`config.mk`:
```
export PLATFORM = sky130hd
export DESIGN_NAME = timer_responder
export DESIGN_NICKNAME = d
export VERILOG_FILES = /design/src/rtl/timer_responder.sv
export SDC_FILE = /design/constraint.sdc
export NUM_CORES = 1
export LEC_CHECK = 0
export CAP_MARGIN = 20
export CORE_MARGIN = 3
export CORE_UTILIZATION = 35
export CTS_CLUSTER_SIZE = 14
export DETAILED_ROUTE_END_ITERATION = 12
export PLACE_DENSITY_LB_ADDON = 0.2
export SLEW_MARGIN = 40
export SYNTH_ARGS = -nofsm -noshare
export SYNTH_HDL_FRONTEND = slang
export SYNTH_SLANG_ARGS = --single-unit
```
`constraint.sdc`:
```
create_clock -name clk -period 2.7 [get_ports clk]
set_input_delay 0.54 -clock clk [delete_from_list [all_inputs] [get_ports clk]]
set_output_delay 0.54 -clock clk [all_outputs]
set_load 0.01 [all_outputs]
```
`src/rtl/timer_responder.sv`:
```
// timer_responder: memory-mapped countdown timer with preset, auto-reload and interrupt request
module timer_responder #(
  parameter logic [31:0] BASE = 32'h0000_7F00
) (
  input  logic        clk,
  input  logic        reset,
  input  logic [31:0] addr,
  input  logic        we,
  input  logic [31:0] wdata,
  output logic        hit,
  output logic [31:0] rdata,
  output logic        irq
);
  typedef enum logic [1:0] {IDLE, CNT, INT} state_t;
  state_t state, state_n;
  logic [3:0] ctrl;
  logic [31:0] preset, count, count_n;
  logic irq_pend, pend_set, en_clr, wr_ctrl, wr_preset, unused;
  assign unused = ^addr[1:0];
  assign wr_ctrl = we & hit & (addr[3:2] == 2'd0);
  assign wr_preset = we & hit & (addr[3:2] == 2'd1);
  // A CTRL write overrides the whole FSM step; a PRESET write only overrides irq_pend
  always_ff @(posedge clk)
    if (reset) begin
      state <= IDLE;
      ctrl <= '0;
      preset <= '0;
      count <= '0;
      irq_pend <= 1'b0;
    end else if (wr_ctrl) begin
      ctrl <= wdata[3:0];
      state <= IDLE;
      irq_pend <= 1'b0;
    end else begin
      state <= state_n;
      count <= count_n;
      if (en_clr) ctrl[0] <= 1'b0;
      irq_pend <= ~wr_preset & (irq_pend | pend_set);
      if (wr_preset) preset <= wdata;
    end
  always_comb begin
    state_n = state;
    count_n = count;
    pend_set = 1'b0;
    en_clr = 1'b0;
    case (state)
      IDLE: if (ctrl[0]) begin
        state_n = CNT;
        count_n = preset;
      end
      CNT: if (!ctrl[0]) state_n = IDLE;
        else if (count <= 32'd1) begin
          count_n = '0;
          pend_set = 1'b1;
          state_n = INT;
        end else count_n = count - 32'd1;
      INT: if (ctrl[2:1] == 2'd1) begin
        state_n = CNT;
        count_n = preset;
      end else begin
        state_n = IDLE;
        en_clr = 1'b1;
      end
      default: state_n = IDLE;
    endcase
  end
  always_comb begin
    hit = addr[31:4] == BASE[31:4];
    rdata = addr[3:2] == 2'd0 ? {28'd0, ctrl} :
            addr[3:2] == 2'd1 ? preset :
            addr[3:2] == 2'd2 ? count : 32'd0;
    irq = irq_pend & ctrl[3];
  end
endmodule

```
==> results by group, run 1 <==
Final layout
  • Share of layout cells above drive strength 1: 0.117
  • Nets@finish: 731
  • Diodes inserted: 0
  • Most common cell after layout, fill and taps aside: nand2_1
  • Filler cell count: 1,105
  • Signed area change from the synthesized netlist to the final layout: 42.6%
  • Leading cell types in the layout, fill and taps excluded: 118 x nand2_1, 93 x clkdlybuf4s50_1, 71 x dfxtp_1

Setup path
  • Critical Path Sink Type: flip-flop
  • Highest fanout seen on the critical path: 8
  • Arrival @ worst endpoint: 2760 ps
  • Setup crit start kind: flip-flop
  • Worst Setup Path Type: reg2reg
  • Worst Path Required: 2890 ps

Clocking
  • Clock tree buffer depth: 2
  • Post-CTS clock slew at the launch and capture registers of the worst setup and hold paths: 60 ps
  • Clk sink count: 71
  • Source-to-sink clock delay at the later pin of the worst-skew pair: 330 ps
  • Count of H-tree levels built during CTS: 3
  • Master cell of the clock root buffer: clkbuf_16
  • Number of buffers inserted during clock tree synthesis: 9
  • Clock tree from TritonCTS: yes

STA
  • Max-Slew Margin vs Limit: 0.513
  • Min cycle time layout: 2580 ps
  • Smallest hold slack: 470 ps
  • Final Max Tran Viols: 0
  • Crit path setup slack, layout: 122 ps
  • Clock skew after layout: 5.18 ps
  • Worst-Margin Slew: 731 ps
  • Max Freq: 388 MHz
  • Unrepaired setup endpoints after global routing: no
  • Final Hold Fails: 0
  • Final Cycle Share: 0.955
  • Final setup vio count: 0

Global route
  • Total congestion overflow: 0
  • Pin count of the biggest net entering global routing: 67
  • Overall Global Routing Usage: 0.206
  • First-pass GRT wire length: 21,600 um
  • Antenna violations before repair: 0
  • Via count of the first global-routing pass: 4,178

Placed design
  • Total half-perimeter wirelength after legalization and detailed placement: 9590 um
  • Final weighted congestion in routability-driven placement: 0.909
  • Buffers on Ports: 98
  • Pre-CTS setup slack: -183 ps

Yosys
  • Number of warning messages in the yosys log: 0
  • Post-synthesis net count: 614
  • Combined area of all synthesized cells: 0.00402 mm2
  • Gate count of the mapped netlist: 545
  • Number of synthesized register bits: 71
  • Async set or reset register ratio after synthesis: 0
  • EDFF count, synth: 0
  • Primary flip-flop cell chosen by synthesis mapping: dfxtp_1
  • Sequential-to-total area share from yosys stat: 0.354
  • Yosys cell types: 51
  • Syn Area/Cell: 7.37 um2

Power and ir drop
  • Power, Total: 2360 uW
  • Power Density: 412 mW/mm2
  • Worst ir drop on vdd: 0.000233 V
  • Leak Pwr: 0.00209 uW

Drt
  • Number of vias after detailed routing: 4,509
  • Avg Vias per Cell: 5.59
  • Drt first pass iters: 5
  • DR WL/cell: 16.5 um
  • Violation count after the first detailed-routing iteration: 280
  • WL final: 13,300 um
  • DRC violations left: 0
  • ANT nets after route: 0

Floorplanning
  • Standard-cell row count: 38
  • Area of the die: 0.0128 mm2
  • Top Ports: 101
  • Die outline height: 113 um
  • Starting density of the core: 0.364
  • Area of the core region: 0.0110 mm2
  • Die X-Extent: 113 um

Hold path
  • Path type of the worst min-delay path: reg2reg

Run
  • Number of max-capacitance violations reported: 0

Run status
  • Run status: completed
## cell usage after synthesis (all sizes together), types with 2 or more instances
cell type | instances | area, um2
nand2 | 118 | 443
dfxtp | 71 | 1420
a21oi | 66 | 330
clkbuf | 37 | 139
nor2 | 31 | 116
o21ai | 31 | 155
a22o | 28 | 245
inv | 16 | 60.1
nor4 | 16 | 115
nor3 | 12 | 65.1
nand3 | 10 | 50.1
o32ai | 9 | 78.8
mux2i | 8 | 80.1
o31ai | 8 | 60.1
or3 | 8 | 50.1
or4 | 8 | 67.6
a31oi | 7 | 43.8
a211oi | 5 | 37.5
a32oi | 5 | 43.8
buf | 5 | 30.0
o41ai | 5 | 62.6
and2 | 4 | 25.0
nand2b | 4 | 25.0
nand4 | 3 | 18.8
a21o | 2 | 15.0
a22oi | 2 | 15.0
and3 | 2 | 12.5
ha | 2 | 25.0
nor2b | 2 | 12.5
nor3b | 2 | 15.0
nor4b | 2 | 17.5
o21a | 2 | 15.0
o31a | 2 | 17.5
or4b | 2 | 20.0
## metrics by stage
step	utilization	area (um2)	TNS [ps]	cells
6_report	0.519	5730	0	806
5_1_grt	0.519	5730	0	806
4_1_cts	0.518	5720	0	806
3_5_place_dp	0.491	5420	-4930	791
3_3_place_gp	0.491	5420	-3490	791
2_1_floorplan	-	4020	0	545
## cell type report
type / instances / area, um2 / area share
repair buffers: 148 / 1390 / 0.243
well taps: 140 / 175 / 0.0306
flip-flops and latches: 71 / 1420 / 0.248
inverters: 16 / 60.1 / 0.0105
clock inverters: 6 / 62.6 / 0.0109
clock buffers: 9 / 225 / 0.0393
multi-input cells: 416 / 2390 / 0.418
## power breakdown
| group | leakage (uW) | internal (uW) | total [uW] | switching, uW |
|---|---|---|---|---|
| Clock | 0.000133 | 706 | 1160 | 455 |
| Combinational | 0.00139 | 97.6 | 153 | 55.1 |
| Sequential | 0.000571 | 1050 | 1050 | 0.000000366 |
| Total | 0.00209 | 1850 | 2360 | 510 |
## critical path, cell delays in order (launching register included)
cell and delay (ps):
dfxtp_1 320, or4_4 560, or4_4 570, buf_4 170, nor4_4 230, buf_4 240
nor4_1 70, a21oi_1 160, o32ai_1 120
## worst paths after layout
kind | from | to | slack [ps] | depth (start not counted)
max | count[18] | count[6] | 120 | 8
min reg2reg | preset[9] | preset[9] | 470 | 2
min | preset[9] | preset[9] | 470 | 2
max reg2reg | count[18] | count[6] | 120 | 8
## sequential cells by signal, summed over array words and instances (netlist names)
signal    cells
state         2
count        32
irq_pend      1
ctrl          4
preset       32
## cell families after synthesis
group | share of synthesized area
simple gates | 0.275
compound gates | 0.288
flops | 0.354
buf+inv | 0.0570
mux | 0.0199
fa+ha+maj | 0.00623
## per-layer routing
layer  GRT usage  vias up  share of wire
met5           0        -              0
met4      0.0769        0          0.015
met3      0.0299       16          0.058
met2       0.335      156           0.48
met1       0.278     2106           0.44
li1            -     2231              -
## what timing repair did
item	in CTS	in global routing
resized for setup	8	3
gates cloned	0	0
setup buffers	0	0
pin swaps	0	0
endpoints found under the setup margin	33	4
hold buffers	0	0
(Power assumes the default switching activity.)
==> run 2: changes to the inputs <==
--- a/config.mk
+++ b/config.mk
@@ -5,11 +5,13 @@
 export SDC_FILE = /design/constraint.sdc
 export NUM_CORES = 1
 export LEC_CHECK = 0
+export ABC_AREA = 1
 export CAP_MARGIN = 20
 export CORE_MARGIN = 3
 export CORE_UTILIZATION = 35
-export CTS_CLUSTER_SIZE = 14
+export CTS_CLUSTER_SIZE = 28
 export DETAILED_ROUTE_END_ITERATION = 12
+export GPL_ROUTABILITY_DRIVEN = 0
 export PLACE_DENSITY_LB_ADDON = 0.2
 export SLEW_MARGIN = 40
 export SYNTH_ARGS = -nofsm -noshare
==> results by group, run 2 <==
Power and ir drop
  • Share of total power consumed by net switching: 0.210
  • Power Density: 412 mW/mm2
  • Net switching power figure: 537 uW
  • Power Internal: 2020 uW
  • Seq pwr share: 0.410
  • Clock power share: 0.518
  • Combinational share of power: 0.072
  • Worst ir drop on vdd: 0.000273 V
  • Leak Pwr: 0.00319 uW

STA
  • Worst-Margin Slew: 402 ps
  • Final setup vio count: 0
  • Min cycle time layout: 2540 ps
  • Unrepaired setup endpoints after global routing: no
  • Crit path setup slack, layout: 157 ps
  • Max-Slew Margin vs Limit: 0.732
  • Final Hold Fails: 0
  • Smallest hold slack: 467 ps
  • Final Cycle Share: 0.942
  • Max Freq: 393 MHz
  • Clock skew after layout: 8.19 ps
  • Final Max Tran Viols: 0

Clocking
  • Number of buffers inserted during clock tree synthesis: 9
  • Post-CTS clock slew at the launch and capture registers of the worst setup and hold paths: 60 ps
  • Source-to-sink clock delay at the later pin of the worst-skew pair: 340 ps
  • Clock tree from TritonCTS: yes
  • Post-CTS Setup Bufs: 0
  • Clock tree buffer depth: 2
  • Clk sink count: 71
  • Count of H-tree levels built during CTS: 3
  • Master cell of the clock root buffer: clkbuf_16

Global route
  • Antenna violations before repair: 0
  • Pin count of the biggest net entering global routing: 66
  • First-pass GRT wire length: 22,800 um
  • Overall Global Routing Usage: 0.192
  • Total congestion overflow: 0
  • Via count of the first global-routing pass: 4,758

Floorplanning
  • Top Ports: 101
  • Area of the die: 0.0147 mm2
  • Standard-cell row count: 41
  • Die outline height: 121 um
  • Area of the core region: 0.0128 mm2
  • Die X-Extent: 121 um
  • Starting density of the core: 0.363

Yosys
  • Cell types with the largest area share after synthesis: dfxtp_1 31%, nand2_1 18%, nor2_1 12%
  • Number of synthesized register bits: 71
  • Sequential-to-total area share from yosys stat: 0.306
  • Top-count cell post-synth: nand2_1
  • Combined area of all synthesized cells: 0.00464 mm2
  • Top cell type's share of synthesized area: 0.306
  • Yosys cell types: 34
  • Library cell occupying the most area in the post-synthesis netlist: dfxtp_1
  • Post-synthesis net count: 857
  • Number of warning messages in the yosys log: 0
  • Async set or reset register ratio after synthesis: 0
  • EDFF count, synth: 0
  • Primary flip-flop cell chosen by synthesis mapping: dfxtp_1
  • Syn Area/Cell: 5.89 um2
  • Most instantiated cells after synthesis: 218 x nand2_1, 153 x nor2_1, 100 x inv_1
  • Gate count of the mapped netlist: 788

Final layout
  • Largest registers in the final layout: count x32, preset x32, ctrl x4
  • Filler cell count: 1,347
  • Nets@finish: 949
  • Signed area change from the synthesized netlist to the final layout: 33.7%
  • Post-layout instance area: 0.00620 mm2
  • Final Core Density: 0.486
  • Share of layout cells above drive strength 1: 0.0712
  • Most common cell after layout, fill and taps aside: nand2_1
  • Diodes inserted: 0
  • Register Area: 0.00142 mm2
  • Area of the multi-input gates: 0.00266 mm2
  • Leading cell types in the layout, fill and taps excluded: 218 x nand2_1, 152 x nor2_1, 99 x inv_1

Placed design
  • Placed Area: 0.00590 mm2
  • Pre-CTS setup slack: -123 ps
  • Buffers on Ports: 98
  • Total half-perimeter wirelength after legalization and detailed placement: 10,100 um

Drt
  • Number of vias after detailed routing: 5,010
  • Avg Vias per Cell: 4.74
  • DRC violations left: 0
  • DR WL/cell: 12.8 um
  • WL final: 13,600 um
  • ANT nets after route: 0
  • Violation count after the first detailed-routing iteration: 256
  • Drt first pass iters: 5

Hold path
  • Count of cells along the worst hold path: 2
  • Path type of the worst min-delay path: reg2reg

Setup path
  • Path depth of the worst reg2reg path: 11
  • Highest fanout seen on the critical path: 23
  • Worst-path cell with the longest stage delay: clkdlybuf4s50_1
  • Library cell appearing most often on the critical path: inv_1
  • Worst Path Required: 2160 ps
  • Worst Setup Path Type: in2out
  • Ordered cell list for the critical path: clkdlybuf4s50_1 -> inv_1 -> nor2_1 -> inv_1 -> buf_12 -> o22ai_1 -> dlygate4sd2_1
  • Biggest cell delay along the critical path: 510 ps
  • Critical Path Sink Type: output pin
  • Setup crit start kind: input port
  • Arrival @ worst endpoint: 2000 ps

Run status
  • Run status: completed

Run
  • Number of max-capacitance violations reported: 0
[run 2: area by class of cell]
type                            instances  area share
Sequential cell                        71       0.229
Clock buffer                           11      0.0407
Multi-Input combinational cell        574       0.428
Clock inverter                          5      0.0129
Tap cell                              172      0.0347
Timing Repair Buffer                  115       0.189
Inverter                              109      0.0659
[run 2: path summary, 6_finish.rpt]
check	startpoint	to	slack [ps]
worst max register to register	count[1]	count[28]	830
worst min register to register	preset[27]	preset[27]	470
worst min-delay path	preset[27]	preset[27]	470
worst max-delay path	addr[2]	rdata[29]	160
[run 2: logic make-up (layout without fill, tap and decap cells)]
| kind of cell | after synthesis | in the layout | synth area share |
|---|---|---|---|
| buf+inv | 143 | 240 | 0.123 |
| xor+xnor | 19 | 19 | 0.0359 |
| fa+ha+maj | 2 | 2 | 0.00539 |
| simple gates | 440 | 440 | 0.395 |
| flops | 71 | 71 | 0.306 |
| compound gates | 113 | 113 | 0.135 |
[run 2: layer usage]
layer  track usage  vias to the layer above  wire length, um
li1              -                     2659                -
met1         0.254                     2209             6460
met2         0.311                      123             6160
met3        0.0462                       19              720
met4        0.0588                        0              230
met5             0                        -                0
[run 2: repair_timing]
item                                    in CTS  in global routing
endpoints found under the setup margin      33                  4
endpoints found under the hold margin        0                  0
resized for setup                           29                  5
hold buffers                                 0                  0
[run 2: through the flow]
stage | std cells | TNS, ps | power, uW
3_5_place_dp | 1041 | -1750 | 1260
4_1_cts | 1057 | -139 | 2580
5_1_grt | 1057 | 0 | 2640
2_1_floorplan | 788 | 0 | 1120
3_3_place_gp | 1041 | -1730 | 1250
6_report | 1057 | 0 | 2550
[run 2: critical path: cells and delay by family]
family,cells,cell delay (ps)
buffers and inverters,5,1110
AOI/OAI and AO/OA,1,220
and+or+nand+nor,1,110
[run 2: power groups by stage]
| stage | Clock [uW] | Sequential, uW | Combinational, uW |
|---|---|---|---|
| 6_report | 1320 | 1050 | 184 |
| 4_1_cts | 1350 | 1050 | 186 |
| 2_1_floorplan | 0 | 1070 | 51.5 |
| 3_5_place_dp | 0 | 1070 | 185 |
| 5_1_grt | 1390 | 1050 | 200 |
| 3_3_place_gp | 0 | 1070 | 184 |
==> run 3: changes to the inputs <==
--- a/config.mk
+++ b/config.mk
@@ -6,7 +6,7 @@
 export NUM_CORES = 1
 export LEC_CHECK = 0
 export ABC_AREA = 1
-export CAP_MARGIN = 20
+export CAP_MARGIN = 30
 export CORE_MARGIN = 3
 export CORE_UTILIZATION = 35
 export CTS_CLUSTER_SIZE = 28
==> results of run 3 <==
No change in the layout: final DEF, timing and power equal those of run 2.
==> patch 1 (settings of run 1) <==
Encoding of `state_t`: now one-hot (3 bits for 3 states).
--- a/src/rtl/timer_responder.sv
+++ b/src/rtl/timer_responder.sv
@@ -11,7 +11,7 @@
   output logic [31:0] rdata,
   output logic        irq
 );
-  typedef enum logic [1:0] {IDLE, CNT, INT} state_t;
+  typedef enum logic [2:0] {IDLE = 3'b001, CNT = 3'b010, INT = 3'b100} state_t;
   state_t state, state_n;
   logic [3:0] ctrl;
   logic [31:0] preset, count, count_n;
Formal check against the unedited RTL: same outputs for any inputs over 4 cycles, from zero or initial values and one cycle with reset high; so few cycles prove little.
==> patch 1 against run 1 <==
- global-route usage up 0.62 points
- final cell count up 0.50%
- combinational power up 12%
- worst setup slack got worse by 0.047 ns
- worst hold slack about the same
- die area is 3.4% higher
- synthesized cell count up 2.2%
- routed wire length is 6.7% higher
- cell area increased by 3.5%
- power is 7.0% higher
- sequential cell count up 1
- area after synthesis increased by 3.6%
==> patch 1: results (changes against run 1) <==
- The total wirelength of the detailed-routed design was 14.2 mm (was 13.3 mm).
- The number of cells produced by synthesis is 557 (was 545).
* Placed instance count: 792 (was 791)
* Fin Clk Skew: 0.00845 ns (was 0.00518 ns)
- The leakage component of the power came to 2.39 nW (was 2.09 nW).
- Number of library cell types mapped by synthesis: 56 (was 51)
* Number of violations reported at the end of detailed-routing iteration 0: 317 (was 280)
* Post-detail-place hpwl: 9.84 mm (was 9.59 mm)
- Core occupancy in the finished layout: 0.515 (was 0.519)
- Via-to-Cell Ratio: 5.78 (was 5.59)
- Worst slack, placed: -0.183 ns (about the same)
- Worst R2R Path Depth: 6 (was 8)
- Worst IR Drop VDD: 261 uV (was 233 uV)
* Sw Pwr: 0.544 mW (was 0.510 mW)
- Switch share: 0.215 (was 0.216)
- Period Utilization, post-route: 0.972 (was 0.955)
* Logic gate share of total power: 0.068 (was 0.065)
- Result of the run: completed (unchanged)
* Met1 Resource Use GR: 0.292 (was 0.278)
* Met2 wire length: 6.77 mm (was 6.45 mm)
- Largest net degree at the start of global routing: 34 (was 67)
- Critical-path top delay cell: sky130_fd_sc_hd__clkdlybuf4s50_1 (was sky130_fd_sc_hd__or4_4)
* Final weighted congestion of routability-driven global placement: 0.845 (was 0.909)
* Wire length per cell after detailed routing: 17.6 um (was 16.5 um)
- Proportion of synthesized area in mux cells: 0.0168 (was 0.0199)
* Total global routing track utilization: 0.212 (was 0.206)
[patch 1: cell type report]
class | instances | area [um^2] | area share
Clock buffer | 9 | 225 | 0.0380
Clock inverter | 7 | 96.3 | 0.0163
Inverter | 13 | 48.8 | 0.00823
Multi-Input combinational cell | 425 | 2510 | 0.424
Sequential cell | 72 | 1440 | 0.243
Tap cell | 143 | 179 | 0.0302
Timing Repair Buffer | 141 | 1420 | 0.240
[patch 1: final timing paths]
path,from,end
max,addr[2],rdata[19]
min,preset[15],preset[15]
max reg2reg,count[16],irq_pend
min reg2reg,preset[15],preset[15]
[patch 1: repair_timing]
action | CTS | global route
hold buffers | 0 | 0
gates cloned | 0 | 1
pin swaps | 1 | 1
resized for setup | 27 | 11
endpoints found under the setup margin | 33 | 11
setup buffers | 0 | 1
[patch 1: logic make-up after synthesis]
logic type / after synthesis
flops: 72
xor+xnor: 1
simple gates: 238
fa+ha+maj: 2
compound gates: 177
mux: 7
buf+inv: 60
==> patch 2 (config.mk and constraints of run 1) <==
Made on the original files. Add an input register stage for `addr`, `we` and `wdata`, with the module's reset; this delays them by one clock.
--- a/src/rtl/timer_responder.sv
+++ b/src/rtl/timer_responder.sv
@@ -12,13 +12,30 @@
   output logic        irq
 );
   typedef enum logic [1:0] {IDLE, CNT, INT} state_t;
+
+  logic [31:0] addr_q;
+  logic we_q;
+  logic [31:0] wdata_q;
+
+  always_ff @(posedge clk) begin
+    if (reset) begin
+      addr_q  <= '0;
+      we_q    <= '0;
+      wdata_q <= '0;
+    end else begin
+      addr_q  <= addr;
+      we_q    <= we;
+      wdata_q <= wdata;
+    end
+  end
+
   state_t state, state_n;
   logic [3:0] ctrl;
   logic [31:0] preset, count, count_n;
   logic irq_pend, pend_set, en_clr, wr_ctrl, wr_preset, unused;
-  assign unused = ^addr[1:0];
-  assign wr_ctrl = we & hit & (addr[3:2] == 2'd0);
-  assign wr_preset = we & hit & (addr[3:2] == 2'd1);
+  assign unused = ^addr_q[1:0];
+  assign wr_ctrl = we_q & hit & (addr_q[3:2] == 2'd0);
+  assign wr_preset = we_q & hit & (addr_q[3:2] == 2'd1);
   // A CTRL write overrides the whole FSM step; a PRESET write only overrides irq_pend
   always_ff @(posedge clk)
     if (reset) begin
@@ -28,7 +45,7 @@
       count <= '0;
       irq_pend <= 1'b0;
     end else if (wr_ctrl) begin
-      ctrl <= wdata[3:0];
+      ctrl <= wdata_q[3:0];
       state <= IDLE;
       irq_pend <= 1'b0;
     end else begin
@@ -36,7 +53,7 @@
       count <= count_n;
       if (en_clr) ctrl[0] <= 1'b0;
       irq_pend <= ~wr_preset & (irq_pend | pend_set);
-      if (wr_preset) preset <= wdata;
+      if (wr_preset) preset <= wdata_q;
     end
   always_comb begin
     state_n = state;
@@ -65,10 +82,10 @@
     endcase
   end
   always_comb begin
-    hit = addr[31:4] == BASE[31:4];
-    rdata = addr[3:2] == 2'd0 ? {28'd0, ctrl} :
-            addr[3:2] == 2'd1 ? preset :
-            addr[3:2] == 2'd2 ? count : 32'd0;
+    hit = addr_q[31:4] == BASE[31:4];
+    rdata = addr_q[3:2] == 2'd0 ? {28'd0, ctrl} :
+            addr_q[3:2] == 2'd1 ? preset :
+            addr_q[3:2] == 2'd2 ? count : 32'd0;
     irq = irq_pend & ctrl[3];
   end
 endmodule
Function: changed (a bounded check fails within 4 cycles, from zero or initial values and one cycle with reset high).
==> patch 2 against run 1 <==
- routed wire length increased by 11%
- critical path depth decreased by 4
- area after synthesis increased by 45%
- power increased by 91%
- sequential share of layout area increased by 9.8 points
- sequential cell count increased by 63
- non-clock buffer count decreased by 18
- cell area increased by 36%
- first-iteration DRC count increased by 60%
- worst hold slack got worse by 0.0050 ns
- die area increased by 42%
- worst setup slack got worse by 0.062 ns
==> patch 2: results (changes against run 1) <==
- Total number of vias: 5018 (was 4509)
* # fillers: 1511 (was 1105)
- Worst-path fanout max: 15 (was 8)
* Insertion delay of the later-clocked pin in the worst-skew pair: 0.44 ns (was 0.33 ns)
- The total number of H-tree levels was 4 (was 3).
- The total wirelength of the detailed-routed design came to 14.8 mm (was 13.3 mm).
* Fin Clk Skew: 0.0183 ns (was 0.00518 ns)
- The endpoint arrival time on the critical path came to 2.10 ns (was 2.76 ns).
- Switch share: 0.248 (was 0.216)
* Top cells by area, synth: sky130_fd_sc_hd__dfxtp_1, sky130_fd_sc_hd__nor2b_1, sky130_fd_sc_hd__mux2i_1, sky130_fd_sc_hd__a22o_1, sky130_fd_sc_hd__nor2_1 (was sky130_fd_sc_hd__dfxtp_1, sky130_fd_sc_hd__nand2_1, sky130_fd_sc_hd__a21oi_1, sky130_fd_sc_hd__a22o_1, sky130_fd_sc_hd__clkbuf_1)
* Leading post-synthesis cells by instance count: sky130_fd_sc_hd__dfxtp_1, sky130_fd_sc_hd__nor2b_1, sky130_fd_sc_hd__nor2_1 (was sky130_fd_sc_hd__nand2_1, sky130_fd_sc_hd__dfxtp_1, sky130_fd_sc_hd__a21oi_1)
* Sequential area share after synthesis: 0.461 (was 0.354)
- The relative slew slack is 0.668 (was 0.513).
- Result of the run: completed (unchanged).
* Largest net degree at the start of global routing: 65 (was 67)
- Synthesized Nets: 717 (was 614)
* Final weighted congestion of routability-driven global placement: 0.881 (was 0.909)
- The count of distinct cell types in the synthesized netlist came to 57 (was 51).
- The post-layout net count is 815 (was 731).
* Worst IR Drop VDD: 453 uV (was 233 uV)
- The HPWL after detailed placement was 10.2 mm (was 9.59 mm).
- The number of clock buffers inserted by TritonCTS came to 17 (was 9).
* Top cell type's share of synthesized area: 0.461 (was 0.354)
- Number of global-route vias before repair: 5060 (was 4178)
- The combined global-route utilization of all metal layers was 0.170 (was 0.206).
-- patch 2: logic make-up after synthesis --
logic type,share of synthesized area
multiplexers,0.0671
buffers and inverters,0.0430
AO/OA/AOI/OAI,0.173
flip-flops,0.461
AND/OR/NAND/NOR,0.251
adder cells (fa/ha/maj),0.00430
-- patch 2: final cells by class --
| type | instances | area (um^2) | area share |
|---|---|---|---|
| Clock inverter | 15 | 175 | 0.0226 |
| Inverter | 10 | 37.5 | 0.00483 |
| Tap cell | 216 | 270 | 0.0348 |
| Timing Repair Buffer | 130 | 1270 | 0.163 |
| Clock buffer | 17 | 425 | 0.0548 |
| Sequential cell | 134 | 2690 | 0.346 |
| Multi-Input combinational cell | 453 | 2910 | 0.374 |
-- patch 2: final timing paths --
check,to,cells past startpoint,slack (ns),start
worst max-delay path,rdata[31],4,0.06,addr_q[3]
worst min-delay path,preset[24],2,0.46,wdata_q[24]
worst max register to register,count[25],8,0.19,count[0]
worst min register to register,preset[24],2,0.46,wdata_q[24]
-- patch 2: power groups by stage --
stage / registers (mW) / clock network (mW) / logic, mW
4_1_cts: 2.04 / 2.35 / 0.192
6_report: 2.04 / 2.28 / 0.192
2_1_floorplan: 2.08 / 0 / 0.0810
3_5_place_dp: 2.09 / 0 / 0.192
5_1_grt: 2.05 / 2.43 / 0.210
3_3_place_gp: 2.09 / 0 / 0.190
-- patch 2: repair_timing --
action,4_1_cts,5_1_grt
setup endpoints to repair,30,16
resized for setup,3,7
pin swaps,1,0
setup buffers,1,0
hold endpoints to repair,0,0
-- patch 2: layer usage --
layer	track usage	up-vias	share of wire
li1	-	2542	-
met5	0	-	0
met3	0.0488	19	0.053
met2	0.266	155	0.46
met4	0.0707	0	0.016
met1	0.222	2302	0.48
-- patch 2: metrics by stage --
step / setup slack, ns / utilization / hold slack [ns] / cells / instance area [um^2]
after global routing: -0.00939 / 0.484 / 0.494 / 975 / 7770
after detailed placement: 0.167 / 0.444 / 0.455 / 942 / 7130
final: 0.0594 / 0.484 / 0.465 / 975 / 7770
after CTS: 0.00325 / 0.482 / 0.470 / 975 / 7740
after floorplan: 0.364 / - / 0.440 / 648 / 5820
after global placement: 0.205 / 0.444 / 0.447 / 942 / 7130
-- patch 2: worst max-delay path, cell delays in order, from the launching register on --
cell and delay, ns:
sky130_fd_sc_hd__dfxtp_2 0.45, sky130_fd_sc_hd__nor2b_2 0.26, sky130_fd_sc_hd__buf_6 0.21, sky130_fd_sc_hd__a22o_1 0.21, sky130_fd_sc_hd__clkdlybuf4s50_1 0.55
